===== src/rtl/alu_decode_stage_if.sv =====
// Decode-stage bundle: IF/ID inputs, pipeline control and the registered ID/EX outputs.
// The master side is the decode stage, which produces the E-stage controls.
interface alu_decode_stage_if #(parameter int CNT_W = 8);
  logic [31:0]      InstrD;
  logic [4:0]       RdD;
  logic             ValidD;
  logic             StallE;
  logic             FlushE;
  logic             ValidE;
  logic             RegWriteE;
  logic [1:0]       ResultSrcE;
  logic             MemWriteE;
  logic             BranchE;
  logic             JumpE;
  logic             ALUSrcE;
  logic [1:0]       ImmSrcE;
  logic [2:0]       ALUControlE;
  logic [4:0]       RdE;
  logic             IllegalE;
  logic [CNT_W-1:0] IllegalCount;

  // Handshake: ValidD qualifies InstrD/RdD every cycle; StallE holds and FlushE
  // clears the ID/EX register, with FlushE taking priority. ValidE qualifies all E outputs.
  modport master (
    input  InstrD, RdD, ValidD, StallE, FlushE,
    output ValidE, RegWriteE, ResultSrcE, MemWriteE, BranchE, JumpE,
           ALUSrcE, ImmSrcE, ALUControlE, RdE, IllegalE, IllegalCount
  );

  modport slave (
    output InstrD, RdD, ValidD, StallE, FlushE,
    input  ValidE, RegWriteE, ResultSrcE, MemWriteE, BranchE, JumpE,
           ALUSrcE, ImmSrcE, ALUControlE, RdE, IllegalE, IllegalCount
  );
endinterface


===== src/rtl/alu_decode_stage.sv =====
// RV32I decode for the ALU subset (lw/sw/R/I-ALU/beq/jal) registered into ID/EX,
// with stall/flush handling and a saturating illegal-instruction counter.
module alu_decode_stage #(
  parameter int CNT_W = 8
) (
  input  logic                 clk,
  input  logic                 rst,
  alu_decode_stage_if.master   bus
);

  localparam logic [2:0] ALU_ADD = 3'b000;
  localparam logic [2:0] ALU_SUB = 3'b001;
  localparam logic [2:0] ALU_AND = 3'b010;
  localparam logic [2:0] ALU_OR  = 3'b011;
  localparam logic [2:0] ALU_SLT = 3'b101;

  localparam logic [6:0] OP_LW   = 7'b0000011;
  localparam logic [6:0] OP_SW   = 7'b0100011;
  localparam logic [6:0] OP_R    = 7'b0110011;
  localparam logic [6:0] OP_I    = 7'b0010011;
  localparam logic [6:0] OP_BEQ  = 7'b1100011;
  localparam logic [6:0] OP_JAL  = 7'b1101111;

  localparam logic [CNT_W-1:0] CNT_MAX = {CNT_W{1'b1}};

  typedef struct packed {
    logic       valid;
    logic       reg_write;
    logic [1:0] result_src;
    logic       mem_write;
    logic       branch;
    logic       jump;
    logic       alu_src;
    logic [1:0] imm_src;
    logic [2:0] alu_control;
    logic [4:0] rd;
    logic       illegal;
  } ctrl_t;

  ctrl_t            dec;
  ctrl_t            ctrl_d, ctrl_q;
  logic [CNT_W-1:0] cnt_d, cnt_q;

  logic [6:0] opcode;
  logic [2:0] funct3;
  logic [6:0] funct7;
  logic [2:0] alu_funct;
  logic       funct_bad;
  logic       illegal;
  logic       capture;

  assign opcode = bus.InstrD[6:0];
  assign funct3 = bus.InstrD[14:12];
  assign funct7 = bus.InstrD[31:25];

  logic unused_instr_bits;
  assign unused_instr_bits = ^{bus.InstrD[24:15], bus.InstrD[11:7]};

  // funct7[5] only selects sub for register-register ops; addi's immediate bit is ignored
  always_comb begin
    alu_funct = ALU_ADD;
    funct_bad = 1'b0;
    case (funct3)
      3'b000:  alu_funct = (opcode[5] && funct7[5]) ? ALU_SUB : ALU_ADD;
      3'b010:  alu_funct = ALU_SLT;
      3'b110:  alu_funct = ALU_OR;
      3'b111:  alu_funct = ALU_AND;
      default: funct_bad = 1'b1;
    endcase
  end

  always_comb begin
    dec       = '0;
    dec.valid = 1'b1;
    dec.rd    = bus.RdD;
    illegal   = 1'b0;
    case (opcode)
      OP_LW: begin
        illegal        = (funct3 != 3'b010);
        dec.reg_write  = 1'b1;
        dec.result_src = 2'b01;
        dec.alu_src    = 1'b1;
        dec.imm_src    = 2'b00;
        dec.alu_control = ALU_ADD;
      end
      OP_SW: begin
        illegal        = (funct3 != 3'b010);
        dec.mem_write  = 1'b1;
        dec.alu_src    = 1'b1;
        dec.imm_src    = 2'b01;
        dec.alu_control = ALU_ADD;
      end
      OP_R: begin
        illegal = funct_bad
                  || ((funct7 != 7'b0000000) && (funct7 != 7'b0100000))
                  || ((funct7 == 7'b0100000) && (funct3 != 3'b000));
        dec.reg_write   = 1'b1;
        dec.alu_control = alu_funct;
      end
      OP_I: begin
        illegal         = funct_bad;
        dec.reg_write   = 1'b1;
        dec.alu_src     = 1'b1;
        dec.alu_control = alu_funct;
      end
      OP_BEQ: begin
        illegal         = (funct3 != 3'b000);
        dec.branch      = 1'b1;
        dec.imm_src     = 2'b10;
        dec.alu_control = ALU_SUB;
      end
      OP_JAL: begin
        dec.reg_write   = 1'b1;
        dec.result_src  = 2'b10;
        dec.jump        = 1'b1;
        dec.imm_src     = 2'b11;
        dec.alu_control = ALU_ADD;
      end
      default: illegal = 1'b1;
    endcase
    // Illegal instructions travel down the pipe as valid but inert, keeping only rd
    if (illegal) begin
      dec         = '0;
      dec.valid   = 1'b1;
      dec.illegal = 1'b1;
      dec.rd      = bus.RdD;
    end
  end

  assign capture = !bus.FlushE && !bus.StallE;

  always_comb begin
    ctrl_d = ctrl_q;
    cnt_d  = cnt_q;
    if (bus.FlushE) begin
      ctrl_d = '0;
    end else if (!bus.StallE) begin
      ctrl_d = bus.ValidD ? dec : '0;
    end
    if (capture && bus.ValidD && illegal && (cnt_q != CNT_MAX)) begin
      cnt_d = cnt_q + 1'b1;
    end
  end

  always_ff @(posedge clk or negedge rst) begin
    if (!rst) begin
      ctrl_q <= '0;
      cnt_q  <= '0;
    end else begin
      ctrl_q <= ctrl_d;
      cnt_q  <= cnt_d;
    end
  end

  assign bus.ValidE       = ctrl_q.valid;
  assign bus.RegWriteE    = ctrl_q.reg_write;
  assign bus.ResultSrcE   = ctrl_q.result_src;
  assign bus.MemWriteE    = ctrl_q.mem_write;
  assign bus.BranchE      = ctrl_q.branch;
  assign bus.JumpE        = ctrl_q.jump;
  assign bus.ALUSrcE      = ctrl_q.alu_src;
  assign bus.ImmSrcE      = ctrl_q.imm_src;
  assign bus.ALUControlE  = ctrl_q.alu_control;
  assign bus.RdE          = ctrl_q.rd;
  assign bus.IllegalE     = ctrl_q.illegal;
  assign bus.IllegalCount = cnt_q;

endmodule


===== src/flat_wrapper.sv =====
// flat-port wrapper written by rule: the top's interface ports become plain ports
module alu_decode_stage_flat 
#(
  parameter int CNT_W = 8
)
  (clk, rst, bus_InstrD, bus_RdD, bus_ValidD, bus_StallE, bus_FlushE, bus_ValidE, bus_RegWriteE, bus_ResultSrcE, bus_MemWriteE, bus_BranchE, bus_JumpE, bus_ALUSrcE, bus_ImmSrcE, bus_ALUControlE, bus_RdE, bus_IllegalE, bus_IllegalCount);
  alu_decode_stage_if #(.CNT_W(CNT_W)) bus_i ();
  input  logic clk;
  input  logic rst;
  input wire logic [$bits(bus_i.InstrD)-1:0] bus_InstrD;
  input wire logic [$bits(bus_i.RdD)-1:0] bus_RdD;
  input wire logic [$bits(bus_i.ValidD)-1:0] bus_ValidD;
  input wire logic [$bits(bus_i.StallE)-1:0] bus_StallE;
  input wire logic [$bits(bus_i.FlushE)-1:0] bus_FlushE;
  output wire logic [$bits(bus_i.ValidE)-1:0] bus_ValidE;
  output wire logic [$bits(bus_i.RegWriteE)-1:0] bus_RegWriteE;
  output wire logic [$bits(bus_i.ResultSrcE)-1:0] bus_ResultSrcE;
  output wire logic [$bits(bus_i.MemWriteE)-1:0] bus_MemWriteE;
  output wire logic [$bits(bus_i.BranchE)-1:0] bus_BranchE;
  output wire logic [$bits(bus_i.JumpE)-1:0] bus_JumpE;
  output wire logic [$bits(bus_i.ALUSrcE)-1:0] bus_ALUSrcE;
  output wire logic [$bits(bus_i.ImmSrcE)-1:0] bus_ImmSrcE;
  output wire logic [$bits(bus_i.ALUControlE)-1:0] bus_ALUControlE;
  output wire logic [$bits(bus_i.RdE)-1:0] bus_RdE;
  output wire logic [$bits(bus_i.IllegalE)-1:0] bus_IllegalE;
  output wire logic [$bits(bus_i.IllegalCount)-1:0] bus_IllegalCount;
  assign bus_i.InstrD = bus_InstrD;
  assign bus_i.RdD = bus_RdD;
  assign bus_i.ValidD = bus_ValidD;
  assign bus_i.StallE = bus_StallE;
  assign bus_i.FlushE = bus_FlushE;
  assign bus_ValidE = bus_i.ValidE;
  assign bus_RegWriteE = bus_i.RegWriteE;
  assign bus_ResultSrcE = bus_i.ResultSrcE;
  assign bus_MemWriteE = bus_i.MemWriteE;
  assign bus_BranchE = bus_i.BranchE;
  assign bus_JumpE = bus_i.JumpE;
  assign bus_ALUSrcE = bus_i.ALUSrcE;
  assign bus_ImmSrcE = bus_i.ImmSrcE;
  assign bus_ALUControlE = bus_i.ALUControlE;
  assign bus_RdE = bus_i.RdE;
  assign bus_IllegalE = bus_i.IllegalE;
  assign bus_IllegalCount = bus_i.IllegalCount;
  alu_decode_stage #(.CNT_W(CNT_W)) u_core (.clk(clk), .rst(rst), .bus(bus_i));
endmodule

===== config.mk =====
export PLATFORM = sky130hd
export DESIGN_NAME = alu_decode_stage_flat
export DESIGN_NICKNAME = d
export VERILOG_FILES = /design/src/rtl/alu_decode_stage_if.sv /design/src/rtl/alu_decode_stage.sv /design/src/flat_wrapper.sv
export SDC_FILE = /design/constraint.sdc
export NUM_CORES = 1
export LEC_CHECK = 0
export BUFFER_PORTS_ARGS = -buffer_cell sky130_fd_sc_hd__buf_2
export CORE_UTILIZATION = 45
export DETAILED_ROUTE_END_ITERATION = 10
export PLACE_DENSITY_LB_ADDON = 0.08
export SETUP_SLACK_MARGIN = 0.02
export SYNTH_ARGS = -nofsm -noshare
export SYNTH_HDL_FRONTEND = slang
export SYNTH_SLANG_ARGS = --single-unit

===== constraint.sdc =====
create_clock -name clk -period 2.05 [get_ports clk]
set_input_delay 0.1025 -clock clk [delete_from_list [all_inputs] [get_ports clk]]
set_output_delay 0.1025 -clock clk [all_outputs]
set_load 0.03 [all_outputs]

Word-level counts from Yosys, hierarchy flattened
Index checks and enable logic that the tools add are counted.
{"block": "op_classes", "reduce_logical": 19, "n_addsub": 1, "n_eq_ne": 14, "mux": 16}
{"operator": "$mux W19", "count": 3}
{"operator": "$eq A7 B6 Y1 const B", "count": 3}
{"operator": "$mux W18", "count": 1}
{"operator": "$eq A7 B7 Y1 const B", "count": 2}
{"operator": "$pmux W3 S4", "count": 1}
{"operator": "$add A8 B1 Y8 const B", "count": 1}
{"operator": "$ne A8 B8 Y1 const B", "count": 1}
{"operator": "$reduce_or A4 Y1", "count": 2}
{"operator": "$eq A7 B2 Y1 const B", "count": 1}
{"operator": "$eq A7 B5 Y1 const B", "count": 1}
{"operator": "$logic_and A1 B1 Y1", "count": 7}
{"operator": "$mux W1", "count": 7}
{"operator": "$ne A7 B6 Y1 const B", "count": 1}
{"operator": "$reduce_bool A7 Y1", "count": 1}
{"operator": "$eq A3 B3 Y1 const B", "count": 2}
{"operator": "$pmux W2 S3", "count": 1}
{"operator": "$pmux W3 S2", "count": 1}
{"operator": "$pmux W1 S5", "count": 1}
{"operator": "$pmux W2 S2", "count": 1}
{"operator": "$reduce_or A2 Y1", "count": 2}
{"operator": "$eq A3 B2 Y1 const B", "count": 1}
{"operator": "$logic_not A3 Y1", "count": 1}
{"operator": "$ne A3 B2 Y1 const B", "count": 1}
{"operator": "$reduce_bool A3 Y1", "count": 1}
{"operator": "4 further kinds", "count": 6}
{"block": "word_totals", "wordCells": 62, "inputBits": 42, "output_inout_bits": 27, "regBits": 27}

Longest topological paths before layout
Gate-level depths: netlist of the first run.
{"block": "depth", "depth_word": 10, "mapped_depth": 7, "depth_no_buf": 7}

Least setup slack after synthesis of the first run
Ideal clock, no wire load.
{"block": "synth_path", "path_type": "reg-to-reg", "startpoint": "reg u_core.cnt_q[0] (netlist: u_core.bus.IllegalCount[0])", "endpoint": "reg u_core.cnt_q[1] (netlist: u_core.bus.IllegalCount[1])", "t_arrival_ns": 1.580, "path_slack_ns": 0.343, "path_stages_with_launch": 8, "synth_period_minus_slack_ns": 1.707, "n_path_buf": 0, "setup_ns": 0.128, "t_required_ns": 1.922, "path_cell_list": "dfrtp_1 ha_1 nand2_1 nor2_1 nand3_1 nand2_1 nor2_2 mux2_1"}
{"block": "synth_via", "elab_chain_cells": 2, "word_cells_on_any_way": 3, "cone_classes": "1 x add/sub; 1 x eq/ne; 1 x reduce/logical"}
{"item": "start: declaration", "line": "alu_decode_stage.sv:42", "rtl": "logic [CNT_W-1:0] cnt_d, cnt_q;"}
{"item": "start signal: assignment", "line": "alu_decode_stage.sv:151", "rtl": "cnt_q <= cnt_d;"}
{"item": "parallel branches: the longest is 2 deep, another holds $add A8 B1 Y8"}
Several ways; the timed one is not identified.
A chain may end at the register's enable or synchronous reset.

Final worst setup path of the first run
{"block": "layout_path", "startpoint": "reg u_core.cnt_q[0] (netlist: u_core.bus.IllegalCount[0])", "endpoint": "reg u_core.cnt_q[7] (netlist: u_core.bus.IllegalCount[7])"}
Same word-level chain as after synthesis.

==> reports/results.tsv, run 1 <==
stage	metric	value	unit
floorplanning	rows	19	
setup_path	required	2.31	ns
finish	fill_cells	245	
placement	gp_congestion	0.744	
hold_path	worstHoldStart	bus_InstrD[14]	
placement	portBuffers	53	
floorplanning	die-area	0.00319	mm^2
synthesis	synth-seq-cells	26	
synthesis	synth_warnings	0	
synthesis	synth_cell_type_count	42	
timing	rsz0062_at_grt	no	
timing	finClkSkew	0.000969	ns
timing	slew_violations	0	
synthesis	yosys.area.top_type	dfrtp_1	
floorplanning	io_pins	69	
global_route	grt_pass1_vias	1089	
clocking	cts_tree	yes	
synthesis	synth_top_area_share	48.6	%
routing	wl_per_cell	13.6	um
status	status	complete, no violations	
hold_path	whs_path_depth	2	
placement	dp.cells	211	
synthesis	netlist_area	0.00134	mm^2
timing	tightestPinTransition	0.553	ns
clocking	cts_sinks	26	
timing	min_period	1.70	ns
floorplanning	start_util	48.1	%
finish	area_growth_syn_to_layout	32.3	%
routing	vias	1204	
routing	drt_iter0_markers	34	
floorplanning	core-area	0.00278	mm^2
hold_path	hp-class	input pin to flop	
timing	setup_viol	0	
routing	post-route-drc-count	0	
setup_path	r2r-start	u_core.bus.IllegalCount[0]	
routing	first_pass_iters	4	
global_route	antenna_found_initial	0	
setup_path	crit_family	simple AND/OR/NAND/NOR gates	
timing	timing.setup.tns	0	ns
power_and_ir_drop	power.leakage	0.900	nW
synthesis	synth_nets	169	
timing	maxSlewHeadroom	63.1	%
setup_path	cp.arrival	1.97	ns
finish	stdcell_count	221	
global_route	grt_pass1_wl	4960	um
setup_path	critPathLaunchType	flop	
synthesis	seq_area_frac_synth	48.6	%
setup_path	path_class	flop to flop	
clocking	clock_latency	0.33	ns
synthesis	synthTopCellsByArea	dfrtp_1 (49%), a22o_1 (6.5%), nand2_1 (4.8%)	
power_and_ir_drop	p_per_area	759	mW/mm^2
timing	fin_crit_sh	83.1	%
placement	hpwl	2280	um
global_route	track_usage	19.6	%
clocking	cts_buffers	3	
clocking	post_cts_buffers	0	
routing	wl	3010	um
setup_path	cp_cell_sequence	ha_1, nand2_1, nor2_1, nand3_1, nand4_1, nor4_2, xor2_1	
clocking	htree_levels	1	
global_route	grt_max_degree	27	
clocking	cts.clk_slew.worst_paths	0.15	ns
hold_path	min_delay_worst_endpoint	u_core.bus.ALUControlE[1]	
setup_path	reg2reg_depth	7	
setup_path	cp_num_buf_inv	0	
floorplanning	die_w	56.5	um
setup_path	critPathMaxFanout	4	
global_route	gr-total-overflow	0	
power_and_ir_drop	ir_worst_vdd	651	uV
timing	max_freq	587	MHz
clocking	ctsResizeCount	0	
timing	hold_viol	0	
clocking	clockRootBuffer	clkbuf_4	
setup_path	reg2reg_to	u_core.bus.IllegalCount[7]	
synthesis	synth_cells	126	
routing	drtAntennaViolNets	0	
finish	nets	234	
clocking	clk_path_buf_depth	2	
setup_path	crit_slowest_cell	dfrtp_1	
setup_path	cp-end-kind	flop	
setup_path	r2r_slack	0.35	ns
finish	drive_gt1_share	37.9	%
routing	drt-vias-per-instance	5.45	
job	maxCapViolCount	0	
synthesis	avgSynthCellArea	10.6	um^2
finish	num_antenna_cells	0	
floorplanning	die_h	56.5	um
setup_path	crit_path_max_incr_delay	0.44	ns
worst max-delay path by stage:
stage,start,endpoint,cells after the start
2_1_floorplan,u_core.bus.IllegalCount[0],u_core.bus.IllegalCount[1],7
3_3_place_gp,bus_InstrD[4],u_core.bus.IllegalCount[6],7
3_5_place_dp,bus_InstrD[4],u_core.bus.IllegalCount[6],7
4_1_cts,u_core.bus.IllegalCount[0],u_core.bus.IllegalCount[7],7
5_1_grt,u_core.bus.IllegalCount[0],u_core.bus.IllegalCount[7],7
6_report,u_core.bus.IllegalCount[0],u_core.bus.IllegalCount[7],7
cell usage after synthesis (all sizes together):
| master | n |
|---|---|
| nand3 | 5 |
| nand2 | 17 |
| nor3b | 3 |
| nand4 | 3 |
| mux2 | 2 |
| buf | 2 |
| and3 | 1 |
| a2111o | 1 |
| nor2 | 7 |
| dfrtp | 26 |
| nand2b | 2 |
| a22o | 10 |
| o22ai | 1 |
| inv | 2 |
| a32o | 1 |
| or2 | 2 |
| xor2 | 6 |
| a21oi | 4 |
| nand3b | 1 |
| o31ai | 2 |
| o21bai | 1 |
| clkbuf | 3 |
| o21ai | 3 |
| a31oi | 2 |
| and2 | 2 |
| nor3 | 4 |
| nor4b | 2 |
| ha | 1 |
| o41a | 1 |
| nor2b | 2 |
| o2111ai | 1 |
| a211o | 1 |
| nor4 | 5 |
routing by layer:
layer	GRT usage (%)	part of all wire (%)	vias to the layer above
met4	5.23	1.1	0
met2	31.1	45	48
li1	-	-	593
met3	3.00	6.7	4
met1	27.9	47	559
met5	0	0	-
stage by stage:
| stage | worst slack, ns | hold WS, ns | power (mW) | instance area, um^2 | util (%) |
|---|---|---|---|---|---|
| final | 0.346 | 0.0685 | 1.34 | 1770 | 63.6 |
| after global routing | 0.238 | 0.0576 | 1.41 | 1770 | 63.6 |
| after CTS | 0.350 | 0.0675 | 1.35 | 1770 | 63.6 |
| after detailed placement | 0.154 | 0.132 | 0.985 | 1660 | 59.6 |
| after global placement | 0.205 | 0.126 | 0.974 | 1660 | 59.6 |
| after floorplan | 0.343 | -0.193 | 0.854 | 1340 | - |
cell type report:
type	count	area, um^2	area share, %
multi-input combinational	93	649	36.7
tap	31	38.8	2.19
timing repair buffer	65	370	20.9
inverter	2	7.51	0.424
clock buffer	3	22.5	1.27
clock inverter	1	30.0	1.70
sequential	26	651	36.8
report_power, final:
group	total, mW	switching [mW]	internal [mW]
clock	0.361	0.163	0.198
combinational	0.354	0.229	0.125
sequential	0.628	0.0615	0.566
total	1.34	0.453	0.889
repair_timing:
item,in CTS,in global routing
setup endpoints to repair,0,0
endpoints found under the hold margin,31,0
hold buffers,6,0
cells in the final DEF, fill, tap and decap left out, drive strengths merged, types with 3 or more instances in the layout:
master	netlist	routed
a21oi	4	4
a22o	10	10
buf	2	59
clkbuf	3	3
dfrtp	26	26
dlygate4sd3	0	6
nand2	17	17
nand3	5	5
nand4	3	3
nor2	7	7
nor3	4	4
nor3b	3	3
nor4	5	5
o21ai	3	3
xor2	6	6
state kept, by name (all words and copies together) (netlist names):
register,flops
u_core.bus.ALUControlE,3
u_core.bus.MemWriteE,1
u_core.bus.ALUSrcE,1
u_core.bus.ValidE,1
u_core.bus.ImmSrcE,2
u_core.bus.BranchE,1
u_core.bus.ResultSrcE,1
u_core.bus.RegWriteE,1
u_core.bus.IllegalCount,8
u_core.bus.RdE,5
u_core.bus.IllegalE,1
u_core.bus.JumpE,1
worst reg2reg max path, delay by kind of cell, from the launching register on:
kind,cells,cell delay (ns)
XOR/XNOR,1,0.18
AND/OR/NAND/NOR,5,0.80
flip-flops,1,0.44
adder cells (fa/ha/maj),1,0.22
cell families after synthesis:
logic type                 Yosys count  share of synthesized area, %
AOI/OAI and AO/OA                   28                          17.4
xor gates and xnor gates             6                          3.93
adders and majority gates            1                         0.935
buffers and inverters                7                          2.81
DFF                                 26                          48.6
muxes                                2                          1.68
and+or+nand+nor                     56                          24.6
Power figures use the tool's default switching activity.
==> run 2: changes to the inputs <==
--- a/config.mk
+++ b/config.mk
@@ -6,7 +6,7 @@
 export NUM_CORES = 1
 export LEC_CHECK = 0
 export BUFFER_PORTS_ARGS = -buffer_cell sky130_fd_sc_hd__buf_2
-export CORE_UTILIZATION = 45
+export CORE_UTILIZATION = 40
 export DETAILED_ROUTE_END_ITERATION = 10
 export PLACE_DENSITY_LB_ADDON = 0.08
 export SETUP_SLACK_MARGIN = 0.02
==> constraint.sdc (replaced) <==
create_clock -name clk -period 1.4 [get_ports clk]
set_input_delay 0.07 -clock clk [delete_from_list [all_inputs] [get_ports clk]]
set_output_delay 0.07 -clock clk [all_outputs]
set_load 0.03 [all_outputs]
==> run 2 against run 1 <==
The run now ends with negative setup slack left. Routed wire length up 23%. Die area up 12%. Utilization up 6.5 points. Critical path depth up 1. Sequential share of layout area down 6.7 points. First-iteration DRC count up 21%. Largest power group unchanged. Highest routed layer unchanged.
==> reports/results.tsv, run 2 (synthesis results as in run 1) <==
stage	metric	value	unit	change
setup_path	required	1.66	ns	-0.65 ns
timing	finClkSkew	0.000404	ns	-0.000565 ns
finish	largest_reg_flops	8		unchanged
status	violations	negative setup slack		
routing	drt-vias-per-instance	5.15		-5.5%
routing	drtAntennaViolNets	0		unchanged
power_and_ir_drop	power_frac_comb	39.4	%	+13 points
floorplanning	start_util	43.1	%	-5.0 points
clocking	clockRootBuffer	clkbuf_4		
finish	num_antenna_cells	0		unchanged
setup_path	critPathMaxFanout	2		-2
setup_path	crit_family	flip-flops		
floorplanning	rows	20		+1
placement	gp_congestion	0.826		+11%
global_route	antenna_found_initial	0		unchanged
setup_path	cp_num_buf_inv	1		+1
clocking	clk_path_buf_depth	2		unchanged
job	maxCapViolCount	0		unchanged
power_and_ir_drop	finalPower	2.12	mW	+58%
floorplanning	io_pins	69		unchanged
finish	finalInstanceArea	0.00218	mm^2	+23%
finish	final_common_cell	buf_2		
power_and_ir_drop	switching_share	35.3	%	+1.5 points
power_and_ir_drop	power_switching	748	uW	+65%
clocking	htree_levels	1		unchanged
setup_path	path_class	flop to flop		
placement	placed_cell_area	0.00192	mm^2	+16%
setup_path	cp-end-kind	flop		
timing	min_period	1.45	ns	-0.252 ns
floorplanning	core-area	0.00310	mm^2	+12%
global_route	grt_max_degree	27		unchanged
power_and_ir_drop	power_frac_seq	42.7	%	-4.0 points
global_route	track_usage	20.5	%	+0.93 points
finish	layout_common_cells	buf_2 (49), buf_4 (38), dfrtp_1 (23)		
timing	worst_slack	-0.0519	ns	-0.398 ns
floorplanning	die_w	59.8	um	+5.8%
global_route	grt_pass1_vias	1234		+13%
finish	area_growth_syn_to_layout	62.7	%	
timing	rsz0062_at_grt	yes		
timing	maxSlewHeadroom	61.9	%	-1.3 points
setup_path	cp.arrival	1.71	ns	-0.26 ns
global_route	gr-total-overflow	0		unchanged
routing	wl_per_cell	14.0	um	+2.3%
power_and_ir_drop	ir_worst_vdd	554	uV	-15%
floorplanning	die-area	0.00358	mm^2	+12%
timing	tightestPinTransition	0.572	ns	+0.0190 ns
timing	max_freq	689	MHz	+17%
timing	setup_viol	4		+4
timing	whs	0.112	ns	+0.0431 ns
power_and_ir_drop	p_clk_share	17.9	%	-9.0 points
clocking	clock_latency	0.32	ns	about the same
power_and_ir_drop	internal-power	1.37	mW	+54%
global_route	grt_pass1_wl	5390	um	+8.6%
placement	dp.cells	249		+18%
timing	hold_viol	0		unchanged
routing	drt_iter0_markers	41		+21%
clocking	cts.clk_slew.worst_paths	0.14	ns	about the same
routing	first_pass_iters	4		unchanged
placement	portBuffers	53		unchanged
timing	fin_crit_sh	104	%	+21 points
timing	slew_violations	0		unchanged
clocking	cts_sinks	26		unchanged
clocking	cts_tree	yes		
finish	stdcell_count	265		+20%
finish	nets	265		+13%
status	status	finished with violations		
setup_path	cp_cell_sequence	ha_4, nand2_4, nor2_2, nand3_2, nand4_1, buf_4, nor3_2, xor2_1		
routing	post-route-drc-count	0		unchanged
setup_path	crit_path_max_incr_delay	0.45	ns	about the same
timing	timing.setup.tns	-0.135	ns	-0.135 ns
placement	hpwl	2670	um	+17%
power_and_ir_drop	power.leakage	1.08	nW	+20%
finish	drive_gt1_share	58.4	%	+20 points
clocking	cts_buffers	3		unchanged
setup_path	critPathLaunchType	flop		
hold_path	hp-class	input pin to flop		
finish	fill_cells	252		+2.9%
setup_path	crit_slowest_cell	dfrtp_2		
routing	vias	1364		+13%
floorplanning	die_h	59.8	um	+5.8%
routing	wl	3700	um	+23%
power_and_ir_drop	p_per_area	975	mW/mm^2	+29%
## run 2: layout make-up
cell class                 count  area [um^2]  share of cell area (%)
tap                           44         55.1                    2.53
clock buffer                   4         36.3                    1.67
sequential                    26          654                    30.1
multi-input combinational     93          795                    36.5
timing repair buffer          96          628                    28.9
inverter                       2         7.51                   0.345
## run 2: final timing paths
| kind | startpoint | end | slack [ns] | cells past startpoint |
|---|---|---|---|---|
| max in group asynchronous | rst | u_core.bus.IllegalCount[0] | 0.74 | 2 |
| max | u_core.bus.IllegalCount[0] | u_core.bus.IllegalCount[3] | -0.05 | 8 |
| min | bus_InstrD[14] | u_core.bus.ALUControlE[1] | 0.11 | 3 |
| min reg2reg | u_core.bus.ImmSrcE[0] | u_core.bus.ImmSrcE[0] | 0.48 | 2 |
| min in group asynchronous | rst | u_core.bus.IllegalCount[4] | 0.26 | 2 |
| max reg2reg | u_core.bus.IllegalCount[0] | u_core.bus.IllegalCount[3] | -0.05 | 8 |
## run 2: stage by stage
stage / utilization, % / worst slack (ns)
after global placement: 61.8 / -0.300
final: 70.1 / -0.0519
after global routing: 70.1 / -0.148
after CTS: 65.8 / -0.0738
after floorplan: - / -0.150
after detailed placement: 61.8 / -0.361
## run 2: power by group through the flow
| stage | Combinational, mW | Sequential (mW) | Clock, mW |
|---|---|---|---|
| 2_1_floorplan | 0.222 | 1.11 | 0 |
| 5_1_grt | 0.895 | 0.914 | 0.410 |
| 4_1_cts | 0.805 | 0.903 | 0.395 |
| 6_report | 0.836 | 0.906 | 0.380 |
| 3_3_place_gp | 0.754 | 0.910 | 0 |
| 3_5_place_dp | 0.773 | 0.917 | 0 |
## run 2: timing repair
item	CTS	global route
gates resized for setup	4	24
pin swaps	12	7
cloned	0	0
hold buffers	6	0
buffers inserted	1	7
endpoints found under the hold margin	31	0
endpoints found under the setup margin	8	12
## run 2: per-layer routing
layer | wire (um) | GRT usage [%]
met5 | 0 | 0
met3 | 160 | 2.81
met2 | 1800 | 34.9
met1 | 1700 | 26.7
met4 | 41 | 6.98
## run 2: worst register-to-register path, stage by stage, from the launching register on
cell	delay, ns
dfrtp_2	0.45
ha_4	0.17
nand2_4	0.06
nor2_2	0.04
nand3_2	0.08
nand4_1	0.13
buf_4	0.19
nor3_2	0.12
xor2_1	0.15
